`src/rtl/qpsk_symbol_feeder.sv`:
```
// qpsk_symbol_feeder
//   Buffers payload bytes in a small FIFO and feeds a QPSK modulator one
//   dibit per mod_req pulse. Each frame begins with an alternating
//   00/10 preamble. The payload bytes follow, sent MSB dibit first. A frame
//   ends after the byte flagged with tx_last.
//
// Ports
//   clk        : system clock, rising edge
//   reset      : asynchronous, active-low reset
//   tx_data    : payload byte
//   tx_last    : tx_data is the final byte of its frame
//   tx_valid   : tx_data / tx_last valid
//   tx_ready   : FIFO not full (combinational)
//   mod_req    : modulator consumed the current symbol (one-cycle pulse)
//   symbol_out : registered symbol to the modulator
//   symbol_en  : registered; symbol_out is valid
//   busy       : FSM is not idle
//   underrun   : one-cycle pulse, FIFO empty when a mid-frame byte was needed
module qpsk_symbol_feeder #(
    parameter int FIFO_DEPTH   = 8,
    parameter int PREAMBLE_LEN = 16
) (
    input  logic       clk,
    input  logic       reset,
    input  logic [7:0] tx_data,
    input  logic       tx_last,
    input  logic       tx_valid,
    output logic       tx_ready,
    input  logic       mod_req,
    output logic [1:0] symbol_out,
    output logic       symbol_en,
    output logic       busy,
    output logic       underrun
);

    localparam int AW = $clog2(FIFO_DEPTH);
    localparam int PW = $clog2(PREAMBLE_LEN);
    localparam int DEPTH_I = FIFO_DEPTH;
    localparam int PRE_LAST_I = PREAMBLE_LEN - 1;
    localparam logic [AW:0]   DEPTH_C  = DEPTH_I[AW:0];
    localparam logic [PW-1:0] PRE_LAST = PRE_LAST_I[PW-1:0];

    typedef enum logic [1:0] {IDLE, PREAMBLE, DATA} state_t;

    // Dibit i of a byte, MSB first.
    function automatic logic [1:0] dibit_sel(input logic [7:0] b, input logic [1:0] i);
        case (i)
            2'd0:    dibit_sel = b[7:6];
            2'd1:    dibit_sel = b[5:4];
            2'd2:    dibit_sel = b[3:2];
            default: dibit_sel = b[1:0];
        endcase
    endfunction

    // FIFO: entries are {last, byte}; an occupancy counter gives full/empty.
    logic [8:0]    mem [FIFO_DEPTH];
    logic [AW-1:0] wr_ptr, rd_ptr;
    logic [AW:0]   count;
    logic          push, pop, empty, full;
    logic [8:0]    head;

    assign full     = (count == DEPTH_C);
    assign empty    = (count == '0);
    assign tx_ready = !full;
    assign push     = tx_valid && tx_ready;
    assign head     = mem[rd_ptr];

    always_ff @(posedge clk) begin
        if (push) mem[wr_ptr] <= {tx_last, tx_data};
    end

    always_ff @(posedge clk or negedge reset) begin
        if (!reset) begin
            wr_ptr <= '0;
            rd_ptr <= '0;
            count  <= '0;
        end else begin
            if (push) wr_ptr <= wr_ptr + AW'(1);
            if (pop)  rd_ptr <= rd_ptr + AW'(1);
            case ({push, pop})
                2'b10:   count <= count + (AW+1)'(1);
                2'b01:   count <= count - (AW+1)'(1);
                default: count <= count;
            endcase
        end
    end

    // FSM: all state and output registers advance only on mod_req edges.
    state_t        state, state_n;
    logic [PW-1:0] pre_cnt, pre_cnt_n;
    logic [1:0]    dibit_idx, dibit_idx_n;
    logic [8:0]    hold, hold_n;
    logic [1:0]    symbol_n;
    logic          symbol_en_n, underrun_n;

    always_ff @(posedge clk or negedge reset) begin
        if (!reset) begin
            state      <= IDLE;
            pre_cnt    <= '0;
            dibit_idx  <= '0;
            hold       <= '0;
            symbol_out <= 2'b00;
            symbol_en  <= 1'b0;
            underrun   <= 1'b0;
        end else begin
            state      <= state_n;
            pre_cnt    <= pre_cnt_n;
            dibit_idx  <= dibit_idx_n;
            hold       <= hold_n;
            symbol_out <= symbol_n;
            symbol_en  <= symbol_en_n;
            underrun   <= underrun_n;
        end
    end

    always_comb begin
        state_n     = state;
        pre_cnt_n   = pre_cnt;
        dibit_idx_n = dibit_idx;
        hold_n      = hold;
        symbol_n    = symbol_out;
        symbol_en_n = symbol_en;
        underrun_n  = 1'b0;
        pop         = 1'b0;
        if (mod_req) begin
            case (state)
                IDLE: begin
                    // Entering the preamble does not consume a byte.
                    if (!empty) begin
                        state_n     = PREAMBLE;
                        pre_cnt_n   = '0;
                        symbol_n    = 2'b00;
                        symbol_en_n = 1'b1;
                    end
                end
                PREAMBLE: begin
                    if (pre_cnt != PRE_LAST) begin
                        pre_cnt_n = pre_cnt + PW'(1);
                        // The next index is odd when the current one is even.
                        symbol_n  = pre_cnt[0] ? 2'b00 : 2'b10;
                    end else if (!empty) begin
                        pop         = 1'b1;
                        hold_n      = head;
                        dibit_idx_n = 2'd0;
                        symbol_n    = head[7:6];
                        state_n     = DATA;
                    end else begin
                        underrun_n  = 1'b1;
                        symbol_n    = 2'b00;
                        symbol_en_n = 1'b0;
                        state_n     = IDLE;
                    end
                end
                DATA: begin
                    if (dibit_idx != 2'd3) begin
                        dibit_idx_n = dibit_idx + 2'd1;
                        symbol_n    = dibit_sel(hold[7:0], dibit_idx + 2'd1);
                    end else if (hold[8]) begin
                        symbol_n    = 2'b00;
                        symbol_en_n = 1'b0;
                        state_n     = IDLE;
                    end else if (!empty) begin
                        // Back-to-back bytes: no gap symbol between them.
                        pop         = 1'b1;
                        hold_n      = head;
                        dibit_idx_n = 2'd0;
                        symbol_n    = head[7:6];
                    end else begin
                        underrun_n  = 1'b1;
                        symbol_n    = 2'b00;
                        symbol_en_n = 1'b0;
                        state_n     = IDLE;
                    end
                end
                default: state_n = IDLE;
            endcase
        end
    end

    assign busy = (state != IDLE);

endmodule

```
`config.mk`:
```
export PLATFORM = sky130hd
export DESIGN_NAME = qpsk_symbol_feeder
export DESIGN_NICKNAME = d
export VERILOG_FILES = /design/src/rtl/qpsk_symbol_feeder.sv
export SDC_FILE = /design/constraint.sdc
export NUM_CORES = 1
export LEC_CHECK = 0
export CAP_MARGIN = 5
export CORE_ASPECT_RATIO = 1.4
export CORE_MARGIN = 4
export CORE_UTILIZATION = 40
export CTS_CLUSTER_SIZE = 8
export DETAILED_ROUTE_END_ITERATION = 10
export DONT_BUFFER_PORTS = 1
export GPL_TIMING_DRIVEN = 0
export REMOVE_ABC_BUFFERS = 1
export SLEW_MARGIN = 20
export SYNTH_ARGS = -nofsm -noshare
export SYNTH_HDL_FRONTEND = slang
export SYNTH_SLANG_ARGS = --single-unit
```
`constraint.sdc`:
```
create_clock -name clk -period 5.45 [get_ports clk]
set_input_delay 0.545 -clock clk [delete_from_list [all_inputs] [get_ports clk]]
set_output_delay 0.545 -clock clk [all_outputs]
set_load 0.02 [all_outputs]
```
==> flow_summary.toml, run 1 <==
[sta]
max_slew_margin_pct = 30.0
whs_ns = 0.0265
period_share_pct = 54.7
setup-tns-final_ns = 0
fin_skew_ns = 0.00775
hold_violations = 0
period_needed_ns = 2.98
finalSetupViolations = 0
rsz0062_at_grt = "no"
max_freq_mhz = 335
drv_slew = 0
worstMarginPinSlew_ns = 1.05

[job]
cap_violations = 0

[clocking]
clock_latency_ns = 0.34
cts.sinks = 101
clk_pin_slew_ns = 0.08
clockBufferDepth = 2
h-tree-depth = 3
numCtsBuffers = 9
cts.root.buffer_cell = "clkbuf_16"
cts_tree = "yes"

[detailed_routing]
wire_per_inst_um = 19.1
drtIter0Drc = 101
ant_nets = 0
finalWirelength_mm = 8.10
vias_per_cell = 5.37
dr.pass1.iters = 4
drcViolationCount = 0
vias = 2284

[global_route]
grt_pass1_vias = 2454
grt_max_degree = 30
gr-total-overflow = 0
grt_pass1_wl_mm = 13.3
antenna_found_initial = 0
grt_usage_pct = 13.7

[final_layout]
drive_gt1_share_pct = 21.8
nets = 306
seq_area_mm2 = 0.00289
stdcell_count = 425
multi_input_comb_area_mm2 = 0.00144
n_fill_cell = 953
diodes = 0
area_growth_syn_to_layout_pct = 11.8

[yosys]
avgSynthCellArea_um2 = 16.2
yosysSeqAreaShare_pct = 65.6
ys_top_cells_by_count = "edfxtp_1 (72), dfrtp_1 (29), mux4_2 (18)"
synth_area_leaders = "edfxtp_1 (49%), dfrtp_1 (16%), mux4_2 (9.2%)"
synth_area_leader_cell = "edfxtp_1"
yosys.area_share.simple_pct = 6.39
synth_seq_cells = 101
synthCells = 271
synth_xor_area_share_pct = 1.39
muxShareOfSynthArea_pct = 13.4
synth-adder-area-share_pct = 4.15
synth-compound-area-share_pct = 6.68
async_flop_share_pct = 28.7
synth_top_family_by_area = "multiplexers"
post-synth-top-area-fraction_pct = 49.1
synth_cell_types = 49
synth_most_common_cell = "edfxtp_1"
synth_edf_count = 72
yosys_warnings = 0
netlist_area_mm2 = 0.00440
synth_ff_type = "edfxtp_1"

[floorplan]
core_mm2 = 0.0108
num_rows = 45
io_pins = 19
die_w_um = 96.7
floorplan.initialDensity_pct = 40.7
die_y_um = 132
dieArea_mm2 = 0.0128

[critical_path]
crit_path_start_kind = "flop"
cp.required_ns = 5.71
path_delay_family = "adder cells"
cp.arrival_ns = 3.24
crit_type = "reg2reg"
crit_top_cell = "ha_1"
crit_fanout = 10
reg2reg_slack_ns = 2.47
end_kind = "flop"
path_cells = "inv_1 > ha_1 > nand4_1 > a211oi_2 > ha_1 > ha_1 > a21o_2 > a21oi_1 > mux2i_1 > xnor2_1"
cp.buffers_inverters = 1
crit_slowest_cell = "a211oi_2"
cpPeakStageDelay_ns = 0.53

[placement]
place_inst = 408
port_buffers = 0
dpl.hpwl_mm = 5.53
place_congestion = 0.728

[worst_hold_path]
hold_path.class = "in2async"

[power]
power.density_mw_per_mm2 = 503
ir_worst_vdd_mv = 0.194
leakage_uw = 0.00173

[run_status]
status = "finished, final reports clean"
[worst paths after layout]
kind / startpoint / end / cells past startpoint
min in group clk: tx_data[7] / mem[5][7] / 0
hold reg to reg: dibit_idx[0] / dibit_idx[0] / 1
hold / removal: reset / rd_ptr[1] / 1
max in group asynchronous: reset / rd_ptr[0] / 1
setup reg to reg: state[1] / count[3] / 10
setup / recovery: state[1] / count[3] / 10
[where the power goes]
| part | switching, uW | internal, uW | leakage [uW] | total, uW |
|---|---|---|---|---|
| logic | 347 | 302 | 0.000563 | 649 |
| registers | 168 | 997 | 0.00101 | 1160 |
| clock network | 294 | 368 | 0.000155 | 663 |
| total | 810 | 1670 | 0.00173 | 2480 |
[layout make-up]
type	instances	area share (%)
Clock buffer	9	4.57
Clock inverter	7	1.78
Inverter	13	0.991
Multi-Input combinational cell	148	29.1
Sequential cell	101	58.7
Tap cell	141	3.58
Timing Repair Buffer	6	1.27
[cells in the final DEF (no fill, tap or decap), drive strengths merged, types with 2 or more instances in the layout]
| cell type | instances |
|---|---|
| nand3 | 4 |
| clkbuf | 9 |
| buf | 6 |
| and3 | 2 |
| o21ai | 7 |
| nor2b | 3 |
| a211oi | 2 |
| xnor2 | 5 |
| edfxtp | 72 |
| mux2i | 9 |
| nand2 | 10 |
| nor3 | 8 |
| a21oi | 15 |
| a221o | 3 |
| nor4 | 2 |
| a31oi | 7 |
| nand4 | 3 |
| mux4 | 18 |
| nor2 | 6 |
| dfrtp | 29 |
| ha | 13 |
| xor2 | 2 |
| nand3b | 2 |
| nand2b | 5 |
| inv | 18 |
| mux2 | 8 |
[per-stage QoR]
step | area, um^2 | util, % | setup WS (ns) | total power [uW]
after floorplan | 4350 | - | 2.86 | 1630
after global placement | 4520 | 41.8 | 2.12 | 1780
after detailed placement | 4590 | 42.5 | 2.49 | 1840
after CTS | 4920 | 45.5 | 2.46 | 2510
after global routing | 4920 | 45.6 | 2.17 | 2640
final | 4920 | 45.6 | 2.47 | 2480
[what timing repair did]
item | CTS | global route
hold endpoints to repair | 29 | 0
gates resized for setup | 0 | 0
hold buffers | 1 | 0
buffers inserted | 0 | 0
[registers in the layout (all words and copies together) (netlist names)]
name and flops:
mem 72, underrun 1, rd_ptr 3, symbol_en 1, pre_cnt 4, state 2, symbol_out 2, wr_ptr 3
count 4, hold 7, dibit_idx 2
[per-layer routing]
layer  global-route usage, %  routed length, um  up-vias
met5                       0                  0        -
met4                    6.09                165        0
met3                    3.60                288       12
met2                    23.0               4220       35
met1                    16.5               3420     1163
li1                        -                  -     1074
[cells by family (layout without fill, tap and decap cells)]
family	count (synthesis)	after routing
AOI/OAI and AO/OA	44	44
xor gates and xnor gates	7	7
adders and majority gates	14	14
buffers and inverters	22	35
DFF	101	101
muxes	35	35
and+or+nand+nor	48	48
Power figures use the tool's default switching activity.
==> run 2: changes to the inputs <==
Clock period 5.45 ns to 2.7 ns, I/O delays scaled along.
==> flow_summary.toml, run 2 (synthesized netlist as in run 1, its figures left out) <==
[clocking]
cts.sinks = 101
clock_latency_ns = 0.34
h-tree-depth = 3
clk_pin_slew_ns = 0.08
clockBufferDepth = 2
cts.root.buffer_cell = "clkbuf_16"
cts_tree = "yes"
numCtsBuffers = 9

[detailed_routing]
vias_per_cell = 5.41
vias = 2375
finalWirelength_mm = 8.36
wire_per_inst_um = 19.0
drcViolationCount = 0
ant_nets = 0
drtIter0Drc = 111
dr.pass1.iters = 4

[placement]
port_buffers = 0
place_congestion = 0.728
dpl.hpwl_mm = 5.53

[critical_path]
path_cells = "inv_2 > ha_1 > nand2_2 > a211oi_4 > ha_2 > ha_1 > a21o_2 > a21oi_2 > mux2i_1 > xnor2_1"
cpPeakStageDelay_ns = 0.42
cp.buffers_inverters = 1
end_kind = "flop"
crit_top_cell = "ha_1"
cp.depth = 10
crit_path_start_kind = "flop"
crit_fanout = 4
rr_worst_depth = 10
crit_slowest_cell = "dfrtp_1"
path_delay_family = "adder cells"
crit_type = "reg2reg"
cp.required_ns = 2.96
cp.arrival_ns = 2.79

[worst_hold_path]
hold_path.class = "in2reg"
min_path_cells = 0

[final_layout]
area_growth_syn_to_layout_pct = 15.9
diodes = 0
final_common_cell = "edfxtp_1"
nets = 320
mostFrequentLayoutCells = "edfxtp_1 (72), dfrtp_1 (28), mux4_2 (18)"
drive_gt1_share_pct = 25.2
largest_reg_flops = 72
final_util_pct = 47.2
top_regs = "mem x72, hold x7"
regMostFlops = "mem"

[floorplan]
num_rows = 45
io_pins = 19
core_mm2 = 0.0108
floorplan.initialDensity_pct = 40.7
die_y_um = 132
die_w_um = 96.7
dieArea_mm2 = 0.0128

[global_route]
grt.met3_usage_pct = 3.60
grt_max_degree = 30
antenna_found_initial = 0
grt_usage_pct = 13.8
top_usage_layer = "met2"
met1_usage_pct = 16.7
gr-total-overflow = 0
met2_usage_pct = 23.2
grt_pass1_vias = 2485
grt_pass1_wl_mm = 13.4

[job]
cap_violations = 0

[sta]
period_share_pct = 93.7
whs_ns = 0.0242
fin_skew_ns = 0.00880
period_needed_ns = 2.53
worstMarginPinSlew_ns = 1.05
finalSetupViolations = 0
drv_slew = 0
hold_violations = 0
max_slew_margin_pct = 29.9
max_freq_mhz = 395

[run_status]
status = "finished, final reports clean"

[power]
leakage_uw = 0.00179
power.density_mw_per_mm2 = 1000
ir_worst_vdd_mv = 0.392
==> run 2: cell types whose count changed in the layout (fill, tap and decap cells not counted), sizes merged <==
cell and delta:
dlygate4sd3 +9, buf +5
==> run 2: cell type report <==
class                      instances  area [um^2]
fill                             943         5710
sequential                       101         2890
multi-input combinational        148         1490
clock buffer                       9          225
timing repair buffer              20          190
tap                              141          176
clock inverter                     7         87.6
inverter                          13         48.8
==> run 2: metal layers <==
layer	wire [um]	up-vias
met1	3560	1218
met3	270	12
met2	4370	41
met4	159	0
li1	-	1104
met5	0	-
==> run 2: report_power, final <==
group | switching (uW) | internal (uW)
sequential | 340 | 2010
combinational | 753 | 674
clock | 596 | 744
==> run 2: worst reg2reg max path, cell delays in order (launching register included) <==
cell and delay, ns:
dfrtp_1 0.42, inv_2 0.08, ha_1 0.37, nand2_2 0.11, a211oi_4 0.28, ha_2 0.25, ha_1 0.23, a21o_2 0.22
a21oi_2 0.14, mux2i_1 0.22, xnor2_1 0.13
==> run 2: worst paths after layout <==
| path | from | to | slack (ns) |
|---|---|---|---|
| max in group asynchronous | reset | rd_ptr[0] | 2.14 |
| worst min-delay path | tx_last | mem[3][8] | 0.02 |
| worst min register to register | dibit_idx[0] | dibit_idx[0] | 0.55 |
| worst max register to register | state[1] | count[3] | 0.17 |
| worst max-delay path | state[1] | count[3] | 0.17 |
| min in group asynchronous | reset | rd_ptr[2] | 0.38 |
==> run 2: timing repair <==
action                                  in CTS  in global routing
endpoints found under the hold margin       29                 32
endpoints found under the setup margin       2                  1
resized for setup                            3                  9
hold buffers                                 2                  8
pin swaps                                    1                  4
cloned                                       0                  0
buffers inserted                             1                  4
==> run 2: per-stage QoR <==
stage | instances | power (uW) | setup TNS [ns] | cell area, um^2 | setup WS, ns
floorplan | 262 | 3300 | 0 | 4350 | 0.110
global placement | 403 | 3600 | -12.18 | 4520 | -0.625
detailed placement | 408 | 3700 | -0.315 | 4590 | -0.263
CTS | 427 | 5080 | 0 | 4950 | 0.0392
global route | 439 | 5440 | -0.00382 | 5100 | -0.00382
finish | 439 | 5120 | 0 | 5100 | 0.171
==> run 3: changes to the inputs <==
Settings changed: CTS_CLUSTER_SIZE 8 to 24, GPL_TIMING_DRIVEN 0 to unset.
==> flow_summary.toml, run 3 (synthesized netlist as in run 1, its figures left out) <==
[floorplan]
die_y_um = 132
dieArea_mm2 = 0.0128
io_pins = 19
core_mm2 = 0.0108
num_rows = 45
die_w_um = 96.7
floorplan.initialDensity_pct = 40.7

[worst_hold_path]
hold_path.class = "in2reg"

[clocking]
cts.sinks = 101
cts.root.buffer_cell = "clkbuf_16"
cts_tree = "yes"
h-tree-depth = 3
clk_pin_slew_ns = 0.07
clockBufferDepth = 2
ctsResizeCount = 0
numCtsBuffers = 9
clock_latency_ns = 0.34
post_cts_buffers = 0

[critical_path]
crit_path_start_kind = "flop"
end_kind = "flop"
crit_slowest_cell = "dfrtp_1"
crit_top_cell = "ha_1"
crit_fanout = 4
crit_type = "reg2reg"
cpPeakStageDelay_ns = 0.35
cp.arrival_ns = 2.75
cp.buffers_inverters = 1
path_delay_family = "adder cells"
path_cells = "inv_1 > ha_1 > nand2_1 > a211oi_2 > ha_1 > ha_1 > a21o_2 > a21oi_1 > mux2i_1 > xnor2_1"
cp.required_ns = 2.96

[final_layout]
nets = 322
diodes = 0
seq_area_mm2 = 0.00289
top_regs = "mem x72, hold x7"
final_util_pct = 46.4
regMostFlops = "mem"
mostFrequentLayoutCells = "edfxtp_1 (72), dfrtp_1 (29), buf_4 (20)"
final_common_cell = "edfxtp_1"
area_growth_syn_to_layout_pct = 13.9
drive_gt1_share_pct = 24.0
n_fill_cell = 952
multi_input_comb_area_mm2 = 0.00142
largest_reg_flops = 72

[detailed_routing]
finalWirelength_mm = 8.17
drtIter0Drc = 104
vias_per_cell = 5.29
vias = 2335
wire_per_inst_um = 18.5
dr.pass1.iters = 4
drcViolationCount = 0
ant_nets = 0

[sta]
worstMarginPinSlew_ns = 0.575
period_needed_ns = 2.49
period_share_pct = 92.1
finalSetupViolations = 0
rsz0062_at_grt = "no"
max_slew_margin_pct = 60.7
max_freq_mhz = 402
drv_slew = 0
worst_slack_ns = 0.212
setup-tns-final_ns = 0
hold_violations = 0
fin_skew_ns = 0.00539

[job]
cap_violations = 0

[placement]
post-place-ws_ns = 0.188
port_buffers = 0
place_congestion = 0.784
dpl.hpwl_mm = 5.56

[global_route]
gr-total-overflow = 0
antenna_found_initial = 0
grt_pass1_wl_mm = 13.2
grt_max_degree = 30
grt_usage_pct = 13.5
grt_pass1_vias = 2438

[power]
ir_worst_vdd_mv = 0.500
power.density_mw_per_mm2 = 1010
leakage_uw = 0.00180

[run_status]
status = "finished, final reports clean"
run 3: metal layers:
| layer | routed length [um] | track usage, % | share of wire (%) |
|---|---|---|---|
| met1 | 3480 | 16.5 | 43 |
| met2 | 4240 | 22.8 | 52 |
| met4 | 109 | 4.22 | 1.3 |
| met5 | 0 | 0 | 0 |
| met3 | 343 | 4.08 | 4.2 |
run 3: power by group:
part	total (uW)	internal (uW)	leakage (uW)	switching, uW
logic	1470	689	0.000639	778
clock network	1310	733	0.000152	578
registers	2270	2010	0.00101	260
run 3: worst paths after layout:
kind                                  from         end  slack [ns]  depth (start not counted)
worst max register to register    state[0]    count[3]        0.21                         10
worst min-delay path            tx_data[7]   mem[2][7]        0.02                          0
worst min register to register    state[1]    state[1]        0.52                          1
worst max-delay path              state[0]    count[3]        0.21                         10
max in group asynchronous            reset  pre_cnt[0]        2.16                          2
min in group asynchronous            reset    count[2]        0.38                          2
run 3: through the flow:
stage                     hold WS, ns  std cells  area [um^2]  total power, uW
after global placement        -0.0242        423         4680             3750
after detailed placement      -0.0240        423         4680             3780
after floorplan               -0.0256        262         4350             3300
after CTS                      0.0140        441         5010             5110
final                          0.0215        441         5010             5050
after global routing          0.00135        441         5010             5360
run 3: area by class of cell:
| cell class | count | share of cell area, % |
|---|---|---|
| flip-flops and latches | 101 | 57.6 |
| multi-input cells | 148 | 28.2 |
| clock buffers | 9 | 4.49 |
| repair buffers | 22 | 3.59 |
| well taps | 141 | 3.52 |
| clock inverters | 7 | 1.62 |
| inverters | 13 | 0.973 |
run 3: timing repair:
item	4_1_cts	5_1_grt
endpoints found under the hold margin	29	0
hold buffers	2	0
endpoints found under the setup margin	0	1
run 3: worst reg2reg max path: cells and delay by family, from the launching register on:
family                     cells  cell delay, ns
xor gates and xnor gates       1            0.14
DFF                            1            0.35
muxes                          1            0.25
AOI/OAI and AO/OA              3            0.66
and+or+nand+nor                1            0.11
buffers and inverters          1            0.07
adders and majority gates      3            0.84
